### src/rtl/uart_tx_mmio_pkg.sv
`default_nettype none
// ------------------------------------------------------------------
// uart_tx_mmio_pkg: register map, STATUS layout and TX FSM states.
// Rev 1.0
// ------------------------------------------------------------------
package uart_tx_mmio_pkg;

  localparam logic [63:0] ART_BASE = 64'h0000_0000_1000_0000;
  localparam logic [63:0] KEY_BASE = 64'h0000_0000_1000_0100;

  localparam logic [4:0] OFF_TXDATA = 5'h00;
  localparam logic [4:0] OFF_STATUS = 5'h08;
  localparam logic [4:0] OFF_CTRL   = 5'h10;

  localparam int STAT_FULL    = 0;
  localparam int STAT_EMPTY   = 1;
  localparam int STAT_BUSY    = 2;
  localparam int STAT_OVF     = 3;
  localparam int STAT_CNT_LSB = 8;

  typedef enum logic [1:0] {
    TX_IDLE  = 2'd0,
    TX_START = 2'd1,
    TX_DATA  = 2'd2,
    TX_STOP  = 2'd3
  } tx_state_e;

  function automatic logic [63:0] pack_status(
    input logic       full,
    input logic       empty,
    input logic       busy,
    input logic       ovf,
    input logic [7:0] count
  );
    logic [63:0] s;
    s                       = '0;
    s[STAT_FULL]            = full;
    s[STAT_EMPTY]           = empty;
    s[STAT_BUSY]            = busy;
    s[STAT_OVF]             = ovf;
    s[STAT_CNT_LSB +: 8]    = count;
    return s;
  endfunction

endpackage
`default_nettype wire

### src/rtl/uart_tx_mmio_sync_fifo.sv
`default_nettype none
// ------------------------------------------------------------------
// uart_tx_mmio_sync_fifo: parameterised circular-buffer FIFO.
// Rev 1.0
// ------------------------------------------------------------------
module uart_tx_mmio_sync_fifo #(
  parameter int WIDTH = 8,
  parameter int DEPTH = 16
) (
  input  logic                     clk,
  input  logic                     rst_n,
  input  logic                     push,
  input  logic [WIDTH-1:0]         push_data,
  input  logic                     pop,
  output logic [WIDTH-1:0]         pop_data,
  output logic                     full,
  output logic                     empty,
  output logic [$clog2(DEPTH):0]   count
);

  localparam int AW = $clog2(DEPTH);

  logic [AW:0]      wr_ptr_q, wr_ptr_d;
  logic [AW:0]      rd_ptr_q, rd_ptr_d;
  logic [WIDTH-1:0] mem_q [DEPTH];
  logic             push_ok;
  logic             pop_ok;

  // One extra pointer bit distinguishes full from empty when indices match.
  always_comb begin
    count    = wr_ptr_q - rd_ptr_q;
    empty    = (wr_ptr_q == rd_ptr_q);
    full     = (wr_ptr_q[AW] != rd_ptr_q[AW]) && (wr_ptr_q[AW-1:0] == rd_ptr_q[AW-1:0]);
    push_ok  = push & ~full;
    pop_ok   = pop & ~empty;
    wr_ptr_d = wr_ptr_q + {{AW{1'b0}}, push_ok};
    rd_ptr_d = rd_ptr_q + {{AW{1'b0}}, pop_ok};
    pop_data = mem_q[rd_ptr_q[AW-1:0]];
  end

  always_ff @(posedge clk or negedge rst_n) begin
    if (!rst_n) begin
      wr_ptr_q <= '0;
      rd_ptr_q <= '0;
    end else begin
      wr_ptr_q <= wr_ptr_d;
      rd_ptr_q <= rd_ptr_d;
    end
  end

  always_ff @(posedge clk) begin
    if (push_ok) begin
      mem_q[wr_ptr_q[AW-1:0]] <= push_data;
    end
  end

endmodule
`default_nettype wire

### src/rtl/uart_tx_mmio.sv
`default_nettype none
// ------------------------------------------------------------------
// uart_tx_mmio: memory-mapped 8N1 UART transmitter with FIFO and irq.
// Rev 1.0
// ------------------------------------------------------------------
module uart_tx_mmio
  import uart_tx_mmio_pkg::*;
#(
  parameter logic [63:0] BASE_ADDR    = ART_BASE,
  parameter int          CLKS_PER_BIT = 434,
  parameter int          FIFO_DEPTH   = 16
) (
  input  logic        clk,
  input  logic        reset,
  input  logic [63:0] bus_address,
  input  logic [63:0] bus_write_data,
  input  logic        bus_write_enable,
  input  logic        bus_read_enable,
  output logic [63:0] bus_read_data,
  output logic        tx,
  output logic        irq
);

  localparam int          CW     = $clog2(FIFO_DEPTH) + 1;
  localparam logic [15:0] CPB_M1 = 16'(CLKS_PER_BIT - 1);

  tx_state_e   state_q, state_d;
  logic [15:0] baud_q, baud_d;
  logic [2:0]  bit_q, bit_d;
  logic [7:0]  shift_q, shift_d;
  logic        irq_en_q, irq_en_d;
  logic        ovf_q, ovf_d;
  logic [63:0] rdata_q, rdata_d;

  logic          hit;
  logic [4:0]    off;
  logic          wr_hit;
  logic          push;
  logic          pop;
  logic          status_rd;
  logic [7:0]    fifo_rd_data;
  logic          fifo_full;
  logic          fifo_empty;
  logic [CW-1:0] fifo_count;
  logic [8:0]    count9;
  logic          busy;
  logic          baud_done;
  logic [63:0]   status_word;
  logic          unused_bits;

  uart_tx_mmio_sync_fifo #(
    .WIDTH(8),
    .DEPTH(FIFO_DEPTH)
  ) u_fifo (
    .clk       (clk),
    .rst_n     (reset),
    .push      (push),
    .push_data (bus_write_data[7:0]),
    .pop       (pop),
    .pop_data  (fifo_rd_data),
    .full      (fifo_full),
    .empty     (fifo_empty),
    .count     (fifo_count)
  );

  assign count9      = 9'(fifo_count);
  assign busy        = (state_q != TX_IDLE);
  assign baud_done   = (baud_q == CPB_M1);
  assign status_word = pack_status(fifo_full, fifo_empty, busy, ovf_q, count9[7:0]);
  assign unused_bits = ^{bus_write_data[63:8], count9[8]};

  // Register decode; a simultaneous write wins and the read is dropped.
  always_comb begin
    hit       = (bus_address[63:5] == BASE_ADDR[63:5]);
    off       = bus_address[4:0];
    wr_hit    = bus_write_enable & hit;
    push      = wr_hit && (off == OFF_TXDATA);
    irq_en_d  = irq_en_q;
    rdata_d   = rdata_q;
    status_rd = 1'b0;

    if (wr_hit && (off == OFF_CTRL)) begin
      irq_en_d = bus_write_data[0];
    end

    if (bus_read_enable && !bus_write_enable) begin
      rdata_d = '0;
      if (hit) begin
        case (off)
          OFF_STATUS: begin
            rdata_d   = status_word;
            status_rd = 1'b1;
          end
          OFF_CTRL: rdata_d = {63'd0, irq_en_q};
          default:  rdata_d = '0;
        endcase
      end
    end

    ovf_d = ovf_q;
    if (status_rd) begin
      ovf_d = 1'b0;
    end
    if (push && fifo_full) begin
      ovf_d = 1'b1;
    end
  end

  always_comb begin
    state_d = state_q;
    baud_d  = baud_q;
    bit_d   = bit_q;
    shift_d = shift_q;
    pop     = 1'b0;
    tx      = 1'b1;

    case (state_q)
      TX_IDLE: begin
        baud_d = '0;
        if (!fifo_empty) begin
          pop     = 1'b1;
          shift_d = fifo_rd_data;
          state_d = TX_START;
        end
      end
      TX_START: begin
        tx = 1'b0;
        if (baud_done) begin
          baud_d  = '0;
          bit_d   = 3'd0;
          state_d = TX_DATA;
        end else begin
          baud_d = baud_q + 16'd1;
        end
      end
      TX_DATA: begin
        tx = shift_q[0];
        if (baud_done) begin
          baud_d  = '0;
          shift_d = {1'b0, shift_q[7:1]};
          if (bit_q == 3'd7) begin
            state_d = TX_STOP;
          end else begin
            bit_d = bit_q + 3'd1;
          end
        end else begin
          baud_d = baud_q + 16'd1;
        end
      end
      TX_STOP: begin
        if (baud_done) begin
          baud_d  = '0;
          state_d = TX_IDLE;
        end else begin
          baud_d = baud_q + 16'd1;
        end
      end
      default: state_d = TX_IDLE;
    endcase
  end

  always_ff @(posedge clk or negedge reset) begin
    if (!reset) begin
      state_q  <= TX_IDLE;
      baud_q   <= '0;
      bit_q    <= '0;
      shift_q  <= '0;
      irq_en_q <= 1'b0;
      ovf_q    <= 1'b0;
      rdata_q  <= '0;
    end else begin
      state_q  <= state_d;
      baud_q   <= baud_d;
      bit_q    <= bit_d;
      shift_q  <= shift_d;
      irq_en_q <= irq_en_d;
      ovf_q    <= ovf_d;
      rdata_q  <= rdata_d;
    end
  end

  assign bus_read_data = rdata_q;
  assign irq           = irq_en_q & fifo_empty & ~busy;

endmodule
`default_nettype wire

### config.mk
export PLATFORM = sky130hd
export DESIGN_NAME = uart_tx_mmio
export DESIGN_NICKNAME = d
export VERILOG_FILES = /design/src/rtl/uart_tx_mmio_pkg.sv /design/src/rtl/uart_tx_mmio_sync_fifo.sv /design/src/rtl/uart_tx_mmio.sv
export SDC_FILE = /design/constraint.sdc
export NUM_CORES = 1
export LEC_CHECK = 0
export BUFFER_PORTS_ARGS = -buffer_cell sky130_fd_sc_hd__buf_2
export CAP_MARGIN = 20
export CELL_PAD_IN_SITES_DETAIL_PLACEMENT = 2
export CELL_PAD_IN_SITES_GLOBAL_PLACEMENT = 2
export CORE_ASPECT_RATIO = 1.2
export CORE_MARGIN = 2
export CORE_UTILIZATION = 34
export CTS_BUF_LIST = sky130_fd_sc_hd__clkbuf_8
export DETAILED_ROUTE_END_ITERATION = 10
export PLACE_DENSITY = 0.82
export SYNTH_ARGS = -nofsm -noshare
export SYNTH_HDL_FRONTEND = slang
export SYNTH_SLANG_ARGS = --single-unit
export TNS_END_PERCENT = 1
### constraint.sdc
create_clock -name clk -period 3 [get_ports clk]
set_input_delay 0.15 -clock clk [delete_from_list [all_inputs] [get_ports clk]]
set_output_delay 0.15 -clock clk [all_outputs]
set_load 0.01 [all_outputs]
* Yosys cells after proc, flatten, opt, wreduce, memory -nomap -nowiden
Memories as Yosys holds them, arrays and structs flattened.
Cells that the tools add are included.
** Word-level totals
- Output and inout port bits :: 66
- Memories kept :: 1
- Word-level logic and storage cells :: 83
- Memory bits (writable) :: 128
- Flip-flop bits (word level) :: 105
** Operators by class
- Bitwise gates (word level) :: 8
- Add/subtract/negate cells :: 5
- Equality and inequality tests :: 17
- Mux-type cells :: 27
- Reductions and logical operators :: 16
** Memories
- u_fifo.mem_q :: depth 16, width 8, rd ports 1, clocked after memory_dff 0, wr ports 1, line uart_tx_mmio_sync_fifo.sv:25 : logic [WIDTH-1:0] mem_q [DEPTH];
** Operators by type and width (count)
- $eq 59x24->1 const B :: 1
- $pmux 16 s2 :: 1
- $pmux 13 s2 :: 1
- $add 16x1->16 const B :: 1
- $eq 16x9->1 const B :: 1
- $mux 16 :: 1
- $mux 8 :: 2
- $pmux 8 s2 :: 1
- $mux 13 :: 1
- $ne 2x2->1 const B :: 6
- $add 5x1->5 :: 2
- $mux 2 :: 5
- $mux 1 :: 9
- $mux 3 :: 3
- $pmux 2 s4 :: 1
- $reduce_bool 2->1 :: 4
- $pmux 3 s2 :: 1
- $and 1x1->1 :: 5
- $eq 5x4->1 const B :: 1
- $eq 5x5->1 :: 1
- $eq 5x5->1 const B :: 1
- $logic_and 1x1->1 :: 5
- $logic_not 5->1 :: 1
- $reduce_and 5->1 :: 1
- other kinds (14) :: 17

* Logic depth before layout (Yosys ltp)
Gate-level depths: netlist of the first run.
- Word-level depth :: 6
- Mapped depth :: 13

* By module
Synthesis of the first run repeated with hierarchy kept, for this count alone.
** Second synthesis, totals
- Cell total of the unflattened synthesis :: 557
- Area, all modules :: 8201.6 um2
** Modules (own cells, without submodules)
- uart_tx_mmio_sync_fifo :: seq. area each 4093.9 um2, times used 1, area an instance 5562.8 um2, cells each 276
- uart_tx_mmio :: seq. area each 1001.0 um2, times used 1, area an instance 2638.8 um2, cells each 281

* Worst setup path before layout of the first run
No wires, ideal clock.
- Path kind :: register to register
- Start point :: register u_fifo.rd_ptr_q[1]
- End point :: memory u_fifo.mem_q[0][0], enable pin
- Path buffers :: 2
- Period minus slack after synthesis :: 2.839 ns
- Setup time :: 0.383 ns
- Slack :: 0.161 ns
- Stages on the path, launching flop included :: 10
- Arrival :: 2.456 ns
- Data required time :: 2.617 ns
- Path through :: dfrtp_1 > buf_2 > clkbuf_1 > inv_1 > ha_1 > nand4_1 > nor2_1 > nor2b_1 > nand4_1 > nor3_1
** Between the ends
- Word-level cells in the longest chain between the ends :: 6
** RTL lines
- start, declared :: line uart_tx_mmio_sync_fifo.sv:24 : logic [AW:0] rd_ptr_q, rd_ptr_d;
- start signal, assigned :: line uart_tx_mmio_sync_fifo.sv:47 : rd_ptr_q <= rd_ptr_d;
- $eq 4x4->1 :: line uart_tx_mmio_sync_fifo.sv:33 : full = (wr_ptr_q[AW] != rd_ptr_q[AW]) && (wr_ptr_q[AW-1:0] == rd_ptr_q[AW-1:0]);
- $logic_and 1x1->1 :: line uart_tx_mmio_sync_fifo.sv:33
- $not 1->1 :: line uart_tx_mmio_sync_fifo.sv:34 : push_ok = push & ~full;
- $and 1x1->1 :: line uart_tx_mmio_sync_fifo.sv:34
- $mux 1 :: line uart_tx_mmio_sync_fifo.sv:52 : if (push_ok) begin
- $mux 1 (not written as such) :: line uart_tx_mmio_sync_fifo.sv:53 : mem_q[wr_ptr_q[AW-1:0]] <= push_data;
- end, declared :: line uart_tx_mmio_sync_fifo.sv:25
Every way passes these cells.

* Worst setup path in the final report of the first run
- Start point :: register u_fifo.rd_ptr_q[2]
- End point :: memory u_fifo.mem_q[1][2], enable pin
The elaborated chain is that of the path after synthesis.

==> results of run 1 <==
## metrics by stage
stage | utilization, % | setup WS, ns | hold WS [ns]
floorplan | - | 0.161 | -0.146
global placement | 37.5 | 0.425 | 0.326
detailed placement | 37.5 | 0.284 | 0.349
CTS | 39.2 | 0.248 | 0.0484
global route | 39.2 | 0.0225 | 0.0483
finish | 39.2 | 0.254 | 0.0647
## routing by layer
metal	global-route usage (%)	vias to the layer above	wire length, um	part of all wire (%)
met5	0	-	0	0
met4	3.97	0	246	1.2
met3	3.57	23	698	3.4
met2	34.5	106	11900	58
met1	19.1	2506	7810	38
li1	-	2189	-	-
## final timing paths
check	from	end
setup / recovery	u_fifo.rd_ptr_q[2]	u_fifo.mem_q[1][2]
hold / removal	bus_write_data[4]	u_fifo.mem_q[0][4]
setup reg to reg	u_fifo.rd_ptr_q[2]	u_fifo.mem_q[1][2]
hold reg to reg	bus_read_data[3]	bus_read_data[3]
max in group asynchronous	reset	u_fifo.wr_ptr_q[4]
min in group asynchronous	reset	u_fifo.rd_ptr_q[1]
## cell type report
class                           count  area (um2)
Clock inverter                     13         139
Sequential cell                   178        5090
Tap cell                          315         394
Fill cell                        2422       14100
Timing Repair Buffer              108         598
Multi-Input combinational cell    339        2550
Inverter                           20        75.1
Clock buffer                       17         234
## sequential cells by signal, indices dropped and copies added, names as in the netlist
| register | count |
|---|---|
| ovf_q | 1 |
| u_fifo.rd_ptr_q | 5 |
| irq_en_q | 1 |
| baud_q | 16 |
| u_fifo.wr_ptr_q | 5 |
| shift_q | 8 |
| u_fifo.mem_q | 128 |
| state_q | 2 |
| bit_q | 3 |
| bus_read_data | 9 |
## power by group
part / switching (uW) / internal [uW]
Sequential: 0 / 2640
Combinational: 96.1 / 40.5
Clock: 876 / 732
Total: 972 / 3410
## what timing repair did
item	CTS	global route
hold buffers	1	0
setup endpoints to repair	0	0
endpoints found under the hold margin	39	0
## cells by family after synthesis
logic type | Yosys count | synth area share (%)
compound gates | 52 | 4.70
other cells | 1 | 0.0468
buf+inv | 92 | 7.13
xor+xnor | 23 | 2.51
mux | 49 | 10.3
flops | 178 | 63.5
simple gates | 142 | 8.88
fa+ha+maj | 18 | 2.90
## synth_stat cells, drive strengths merged (2+ instances only)
master,instances
ha,17
nor2b,3
nor3,6
and3,3
a32o,7
nand2,35
mux2,17
nand3,11
nand4,13
inv,20
nand2b,4
a21oi,4
or3,3
a21o,3
mux4,25
nor4b,2
xor2,13
a22oi,10
xnor2,10
clkbuf,13
nor2,39
buf,59
a221oi,7
mux2i,7
nor3b,2
nor4,19
dfrtp,50
o21ai,15
edfxtp,128
## cell usage in the layout (no fill, tap or decap), types with 2 or more instances in the layout
| master | n |
|---|---|
| clkinv_4 | 3 |
| nor4_1 | 18 |
| nor2_1 | 39 |
| nor4b_1 | 2 |
| mux4_2 | 25 |
| a22oi_1 | 10 |
| ha_1 | 17 |
| clkinvlp_4 | 2 |
| nand4_1 | 13 |
| xnor2_1 | 10 |
| dfrtp_1 | 50 |
| o21ai_0 | 15 |
| nor3_1 | 6 |
| edfxtp_1 | 128 |
| nor2b_1 | 3 |
| mux2i_1 | 7 |
| nor3b_1 | 2 |
| nand3_1 | 11 |
| a221oi_1 | 7 |
| nand2_1 | 35 |
| bufinv_16 | 2 |
| clkbuf_8 | 17 |
| and3_1 | 3 |
| inv_1 | 22 |
| inv_6 | 3 |
| a21o_1 | 2 |
| a21oi_1 | 4 |
| nand2b_1 | 4 |
| a32o_1 | 7 |
| buf_2 | 86 |
| mux2_2 | 17 |
| or3_1 | 3 |
| xor2_1 | 13 |
| conb_1 | 55 |
| buf_4 | 21 |
## worst max-delay path, cell delays in order, from the launching register on
cell,delay [ns]
dfrtp_1,0.44
inv_1,0.16
ha_1,0.40
nand4_1,0.21
nor2_1,0.08
nor2b_1,0.33
nand4_1,0.30
nor3_1,0.28
buf_4,0.25
==> flow_summary.toml, run 1 <==
[status]
status = "finished, final reports clean"

[floorplan]
die_area_um2 = 24800
core_um2 = 23200
start_util_pct = 34.6
die_x_um = 144
die_y_um = 172
io_pins = 198
std_cell_rows = 61

[sta]
worst_slew_margin_rel_pct = 37.5
finalHoldViolCount = 0
skew_ns = 0.0158
period_share_pct = 91.5
setup_viol = 0
fmax_ghz = 0.364
drv_slew = 0
tightest_slew_ns = 0.938
fin_setup_tns_ns = 0
rsz0062_at_grt = "false"
period_needed_ns = 2.75

[placed_design]
placedCellCount = 959
port_buffers = 86
gp_congestion = 0.819
dp_hpwl_mm = 15.1
placed_cell_area_um2 = 8710

[final_layout]
antennaDiodeCount = 0
drive_above_1_share_pct = 26.5
layout.nets = 814
stdcell_area_um2 = 9090
finalNonFillerCells = 990
syn_to_final_growth_pct = 13.4

[grt]
grtUsageTotal_pct = 17.5
grt_pass1_wl_mm = 32.0
grt_antenna_before_repair = 0
grt_max_degree = 43
grt_pass1_vias = 5586
grt.overflow.total = 0

[synthesis]
synth_top_cell_by_area = "edfxtp_1"
synth_area_leaders = "edfxtp_1, dfrtp_1, mux4_2"
syn_area_um2 = 8020
post_synth.cell_area_avg_um2 = 14.4
synth_cell_types = 43
ys.flop_type = "edfxtp_1"
synth_top_area_share_pct = 47.9
async_flop_share_pct = 28.1
ys_warn_count = 0
synthCells = 555
synth_seq_area_share_pct = 63.5
synth_seq_cells = 178
synth_edf_count = 128

[detailed_routing]
via_per_inst = 4.87
drtAntennaViolNets = 0
drt_iter0_drc = 193
detail_route.wl_per_cell_um = 20.9
vias = 4824
wirelength_mm = 20.7
dr.pass1.iters = 4
drc = 0

[worst_hold_path]
hold-path-cell-count = 1
hold_class = "in2reg"

[clocking]
ctsResizeCount = 0
post_cts_buffers = 0
cts_sinks = 178
clockBufferDepth = 2
h-tree-depth = 4
clkTransAtPathRegs_ns = 0.10
numCtsBuffers = 17
clk-insertion-delay-late_ns = 0.47
cts_tree = "yes"
cts_root_buffer = "clkbuf_8"

[pwr]
total_power_uw = 4380
cellLeakagePower_uw = 0.00345
max-vdd-ir-drop_mv = 0.278
power_density_nw_per_um2 = 482

[setup_path]
crit_arrival_ns = 2.92
rr_worst_depth = 8
r2r_slack_ns = 0.25
critPathCaptureType = "flop"
cp.required_ns = 3.17
start_kind = "flop"
critical_path.max_fanout = 8
criticalPathCategory = "reg2reg"

[run]
cap_violations = 0
(Power assumes the default switching activity.)
==> inputs of run 2 (changes only) <==
CORE_ASPECT_RATIO = default   (was 1.2)
==> run 2 against run 1 <==
Effect of this change:
- non-clock buffer count increased by 3
- critical path depth decreased by 1
- via count increased by 2.0%
- sequential power about the same
- critical endpoint is now u_fifo.mem_q[2][6]
- largest power group unchanged
- highest routed layer unchanged
==> flow_summary.toml, run 2 (synthesis results as in run 1) <==
[setup_path]
rr_worst_depth = 7
r2r_slack_ns = 0.33
start_kind = "flop"
cp.required_ns = 3.19
critPathCaptureType = "flop"
critical_path.max_fanout = 10
criticalPathCategory = "reg2reg"
crit_arrival_ns = 2.86
r2r-end = "u_fifo.mem_q[2][6]"
crit_path_top_delay_cell = "dfrtp_1"
crit_top_cell = "nand4_1"
cp_cell_sequence = "ha_1 -> nand4_1 -> nor2_1 -> nor2b_2 -> nand4_1 -> nor3_1 -> buf_4"
critPathMaxStageDelay_ns = 0.65
reg2reg_from = "u_fifo.wr_ptr_q[3]"

[worst_hold_path]
hold_path_end = "u_fifo.mem_q[0][7]"
hold-path-cell-count = 1
hold_class = "in2reg"
hold_start = "bus_write_data[7]"

[floorplan]
std_cell_rows = 56
io_pins = 198
die_x_um = 158
die_area_um2 = 24800
start_util_pct = 34.4
die_y_um = 158
core_um2 = 23300

[clocking]
h-tree-depth = 4
clk-insertion-delay-late_ns = 0.48
numCtsBuffers = 17
cts_root_buffer = "clkbuf_8"
clkTransAtPathRegs_ns = 0.11
cts_tree = "yes"
clockBufferDepth = 2
cts_sinks = 178

[pwr]
power_density_nw_per_um2 = 486
cellLeakagePower_uw = 0.00348
max-vdd-ir-drop_mv = 0.345

[detailed_routing]
wl_met2_mm = 11.5
dr.pass1.iters = 4
drt_iter0_drc = 216
vias = 4920
top_layer = "met4"
via_per_inst = 4.92
drc = 0
dr_wl_met3_um = 678
wirelength_mm = 20.6
drt-met1-wl_mm = 8.12
drtAntennaViolNets = 0
detail_route.wl_per_cell_um = 20.6

[sta]
period_share_pct = 88.9
worst_slew_margin_rel_pct = 46.4
skew_ns = 0.0169
setup_ws_ns = 0.332
period_needed_ns = 2.67
fmax_ghz = 0.375
finalHoldViolCount = 0
drv_slew = 0
fin_setup_tns_ns = 0
tightest_slew_ns = 0.804
rsz0062_at_grt = "false"
setup_viol = 0

[final_layout]
layout.nets = 817
drive_above_1_share_pct = 27.6
largest_reg_flops = 128
stdcell_area_um2 = 9160
syn_to_final_growth_pct = 14.3
final_common_cell = "edfxtp_1"
layout_common_cells = "edfxtp_1, buf_2, conb_1"
finalNonFillerCells = 999
antennaDiodeCount = 0

[grt]
grt_pass1_vias = 5615
grt_antenna_before_repair = 0
grt.overflow.total = 0
grt_pass1_wl_mm = 32.1
grtUsageTotal_pct = 17.5
grt_max_degree = 51

[status]
status = "finished, final reports clean"

[placed_design]
placed_cell_area_um2 = 8720
gp_congestion = 0.810
dp_hpwl_mm = 14.7
placedCellCount = 964
dp_slack_ns = 0.202
port_buffers = 86

[run]
cap_violations = 0
run 2: changes by cell type in the layout (fill, tap and decap cells not counted), sizes merged:
cell | previous run | this run
bufinv | 2 | 1
buf | 107 | 110
inv | 25 | 29
clkinv | 4 | 3
run 2: worst max path at each step:
stage / startpoint / endpoint / cells after the start
6_report: u_fifo.wr_ptr_q[3] / u_fifo.mem_q[2][6] / 7
5_1_grt: u_fifo.rd_ptr_q[2] / u_fifo.mem_q[0][6] / 8
4_1_cts: u_fifo.wr_ptr_q[2] / u_fifo.mem_q[3][6] / 7
3_5_place_dp: u_fifo.wr_ptr_q[2] / u_fifo.mem_q[3][2] / 7
3_3_place_gp: u_fifo.wr_ptr_q[2] / u_fifo.mem_q[3][5] / 7
2_1_floorplan: u_fifo.rd_ptr_q[1] / u_fifo.mem_q[0][0] / 9
run 2: area by class of cell:
class                      instances  area, um2
multi-input combinational        339       2560
inverter                          20       75.1
timing repair buffer             111        633
clock buffer                      17        234
tap                              319        399
clock inverter                    15        168
fill                            2375      14200
sequential                       178       5100
run 2: timing repair:
item,4_1_cts,5_1_grt
setup buffers,0,1
endpoints found under the hold margin,50,0
setup endpoints to repair,0,26
hold buffers,1,0
gates resized for setup,0,2
run 2: critical path: cells and delay by family (launching register included):
kind / cells / cell delay (ns)
and+or+nand+nor: 5 / 1.13
adders and majority gates: 1 / 0.37
buffers and inverters: 1 / 0.23
DFF: 1 / 0.65
run 2: report_power, final:
part / total [uW] / switching, uW / internal (uW)
logic: 142 / 99.7 / 42.5
registers: 2640 / 0 / 2640
clock network: 1680 / 977 / 701
total: 4460 / 1080 / 3380
run 2: metrics by stage:
| step | total power, uW | hold slack [ns] | utilization (%) |
|---|---|---|---|
| floorplan | 2790 | -0.146 | - |
| global placement | 2820 | 0.417 | 37.4 |
| detailed placement | 2830 | 0.454 | 37.4 |
| CTS | 4500 | 0.0354 | 39.1 |
| global route | 4580 | 0.0392 | 39.3 |
| finish | 4460 | 0.0576 | 39.3 |
run 2: routing by layer:
layer  up-vias  track usage, %
li1       2202               -
met1      2561            19.8
met2       132            33.7
met3        25            2.56
met4         0            5.54
met5         -               0
==> inputs of run 3 (changes only) <==
BUFFER_PORTS_ARGS = default   (was -buffer_cell sky130_fd_sc_hd__buf_2)
CORE_UTILIZATION = 35   (was 34)
CTS_BUF_LIST = sky130_fd_sc_hd__clkbuf_2 sky130_fd_sc_hd__clkbuf_4 sky130_fd_sc_hd__clkbuf_8   (was sky130_fd_sc_hd__clkbuf_8)
DONT_BUFFER_PORTS = 1   (was default)
PLACE_DENSITY = 0.72   (was 0.82)
==> run 3 against run 2 <==
Effect of this change:
- combinational power decreased by 28%
- first-iteration DRC count is 22% lower
- sequential share of layout area increased by 2.0 points
- clock power barely moved
- fmax rose by 1.0%
- critical path type unchanged
==> flow_summary.toml, run 3 (synthesis results as in run 1) <==
[grt]
grt_max_degree = 51
grt.overflow.total = 0
grt_pass1_vias = 4959
grt_antenna_before_repair = 0
grtUsageTotal_pct = 16.5
grt_pass1_wl_mm = 29.8

[placed_design]
dp_slack_ns = 0.344
placed_cell_area_um2 = 8270
port_buffers = 0
gp_congestion = 0.808
dp_hpwl_mm = 13.3

[pwr]
cellLeakagePower_uw = 0.00319
cellInternalPower_uw = 3310
clkPwrFrac_pct = 38.3
swShare_pct = 25.4
max-vdd-ir-drop_mv = 0.313
total_power_uw = 4440
comb_power_share_pct = 2.3
power_density_nw_per_um2 = 503
p_sw_uw = 1130
p_seq_share_pct = 59.4

[final_layout]
antennaDiodeCount = 0
layout_common_cells = "edfxtp_1, conb_1, dfrtp_1"
final_common_cell = "edfxtp_1"
layout.nets = 742
syn_to_final_growth_pct = 10.2
stdcell_area_um2 = 8840
drive_above_1_share_pct = 16.9
largest_reg_flops = 128

[floorplan]
die_area_um2 = 24100
die_y_um = 155
io_pins = 198
std_cell_rows = 55
start_util_pct = 35.5
core_um2 = 22600
die_x_um = 155

[sta]
fin_setup_tns_ns = 0
rsz0062_at_grt = "false"
finalHoldViolCount = 0
setup_viol = 0
timing.hold.ws_ns = 0.0336
drv_slew = 0
period_share_pct = 88.0
setup_ws_ns = 0.359
skew_ns = 0.0176
period_needed_ns = 2.64
tightest_slew_ns = 0.806
fmax_ghz = 0.379
worst_slew_margin_rel_pct = 46.1

[detailed_routing]
vias = 4563
drt-met1-wl_mm = 8.36
dr.pass1.iters = 4
dr_wl_met3_um = 516
drc = 0
wl_met2_mm = 9.93
detail_route.wl_per_cell_um = 21.4
drt_iter0_drc = 168
top_layer = "met4"
wirelength_mm = 19.0
drtAntennaViolNets = 0
via_per_inst = 5.13

[setup_path]
criticalPathCategory = "reg2reg"
start_kind = "flop"
critical_path.max_fanout = 11
cp.required_ns = 3.19
critPathCaptureType = "flop"
crit_arrival_ns = 2.83

[clocking]
clkTransAtPathRegs_ns = 0.11
numCtsBuffers = 17
clk-insertion-delay-late_ns = 0.47
cts_sinks = 178
clockBufferDepth = 2
post_cts_buffers = 0
h-tree-depth = 4
cts_root_buffer = "clkbuf_8"
cts_tree = "yes"

[run]
cap_violations = 0

[status]
status = "finished, final reports clean"

[worst_hold_path]
hold_class = "in2reg"
-- run 3: changes by cell type in the layout (fill, tap and decap cells not counted), sizes merged --
cell	delta
bufinv	-1
dlygate4sd3	+11
clkinv	+2
buf	-86
clkinvlp	-1
-- run 3: layer usage --
metal / global-route usage [%] / vias to the layer above
li1: - / 2053
met1: 21.0 / 2405
met2: 29.2 / 86
met3: 2.95 / 19
met4: 4.19 / 0
met5: 0 / -
-- run 3: cell type report --
cell class | count | area [um2]
Sequential cell | 178 | 5100
Timing Repair Buffer | 36 | 333
Fill cell | 2242 | 13700
Clock buffer | 17 | 234
Inverter | 20 | 75.1
Multi-Input combinational cell | 339 | 2550
Clock inverter | 15 | 190
Tap cell | 285 | 357
-- run 3: metrics by stage --
step	cells	util, %
after floorplan	609	-
after global placement	845	36.6
after detailed placement	845	36.6
after CTS	890	39.2
after global routing	890	39.2
final	890	39.2
-- run 3: worst max-delay path: stages (launching register included) --
cell     delay (ns)
dfrtp_1        0.65
ha_1           0.38
nand4_1        0.15
nor2_1         0.07
nor2b_1        0.30
nand4_1        0.34
nor3_1         0.26
buf_4          0.22
-- run 3: worst paths after layout --
| check | slack, ns | from | to | cells after the start |
|---|---|---|---|---|
| hold reg to reg | 0.50 | ovf_q | ovf_q | 1 |
| setup / recovery | 0.36 | u_fifo.wr_ptr_q[2] | u_fifo.mem_q[2][7] | 7 |
| min in group asynchronous | 0.20 | reset | bit_q[2] | 2 |
| max in group asynchronous | 2.54 | reset | u_fifo.rd_ptr_q[0] | 2 |
| hold / removal | 0.03 | bus_address[4] | ovf_q | 2 |
| setup reg to reg | 0.36 | u_fifo.wr_ptr_q[2] | u_fifo.mem_q[2][7] | 7 |
-- run 3: repair_timing --
| action | CTS | global route |
|---|---|---|
| hold endpoints to repair | 182 | 0 |
| hold buffers | 13 | 0 |
| resized for setup | 0 | 0 |
-- run 3: power by group through the flow --
stage / combinational, uW / sequential [uW] / clock (uW)
floorplan: 93.5 / 2690 / 0
global placement: 40.2 / 2690 / 0
detailed placement: 40.3 / 2690 / 0
CTS: 102 / 2640 / 1760
global route: 114 / 2640 / 1840
finish: 102 / 2640 / 1700
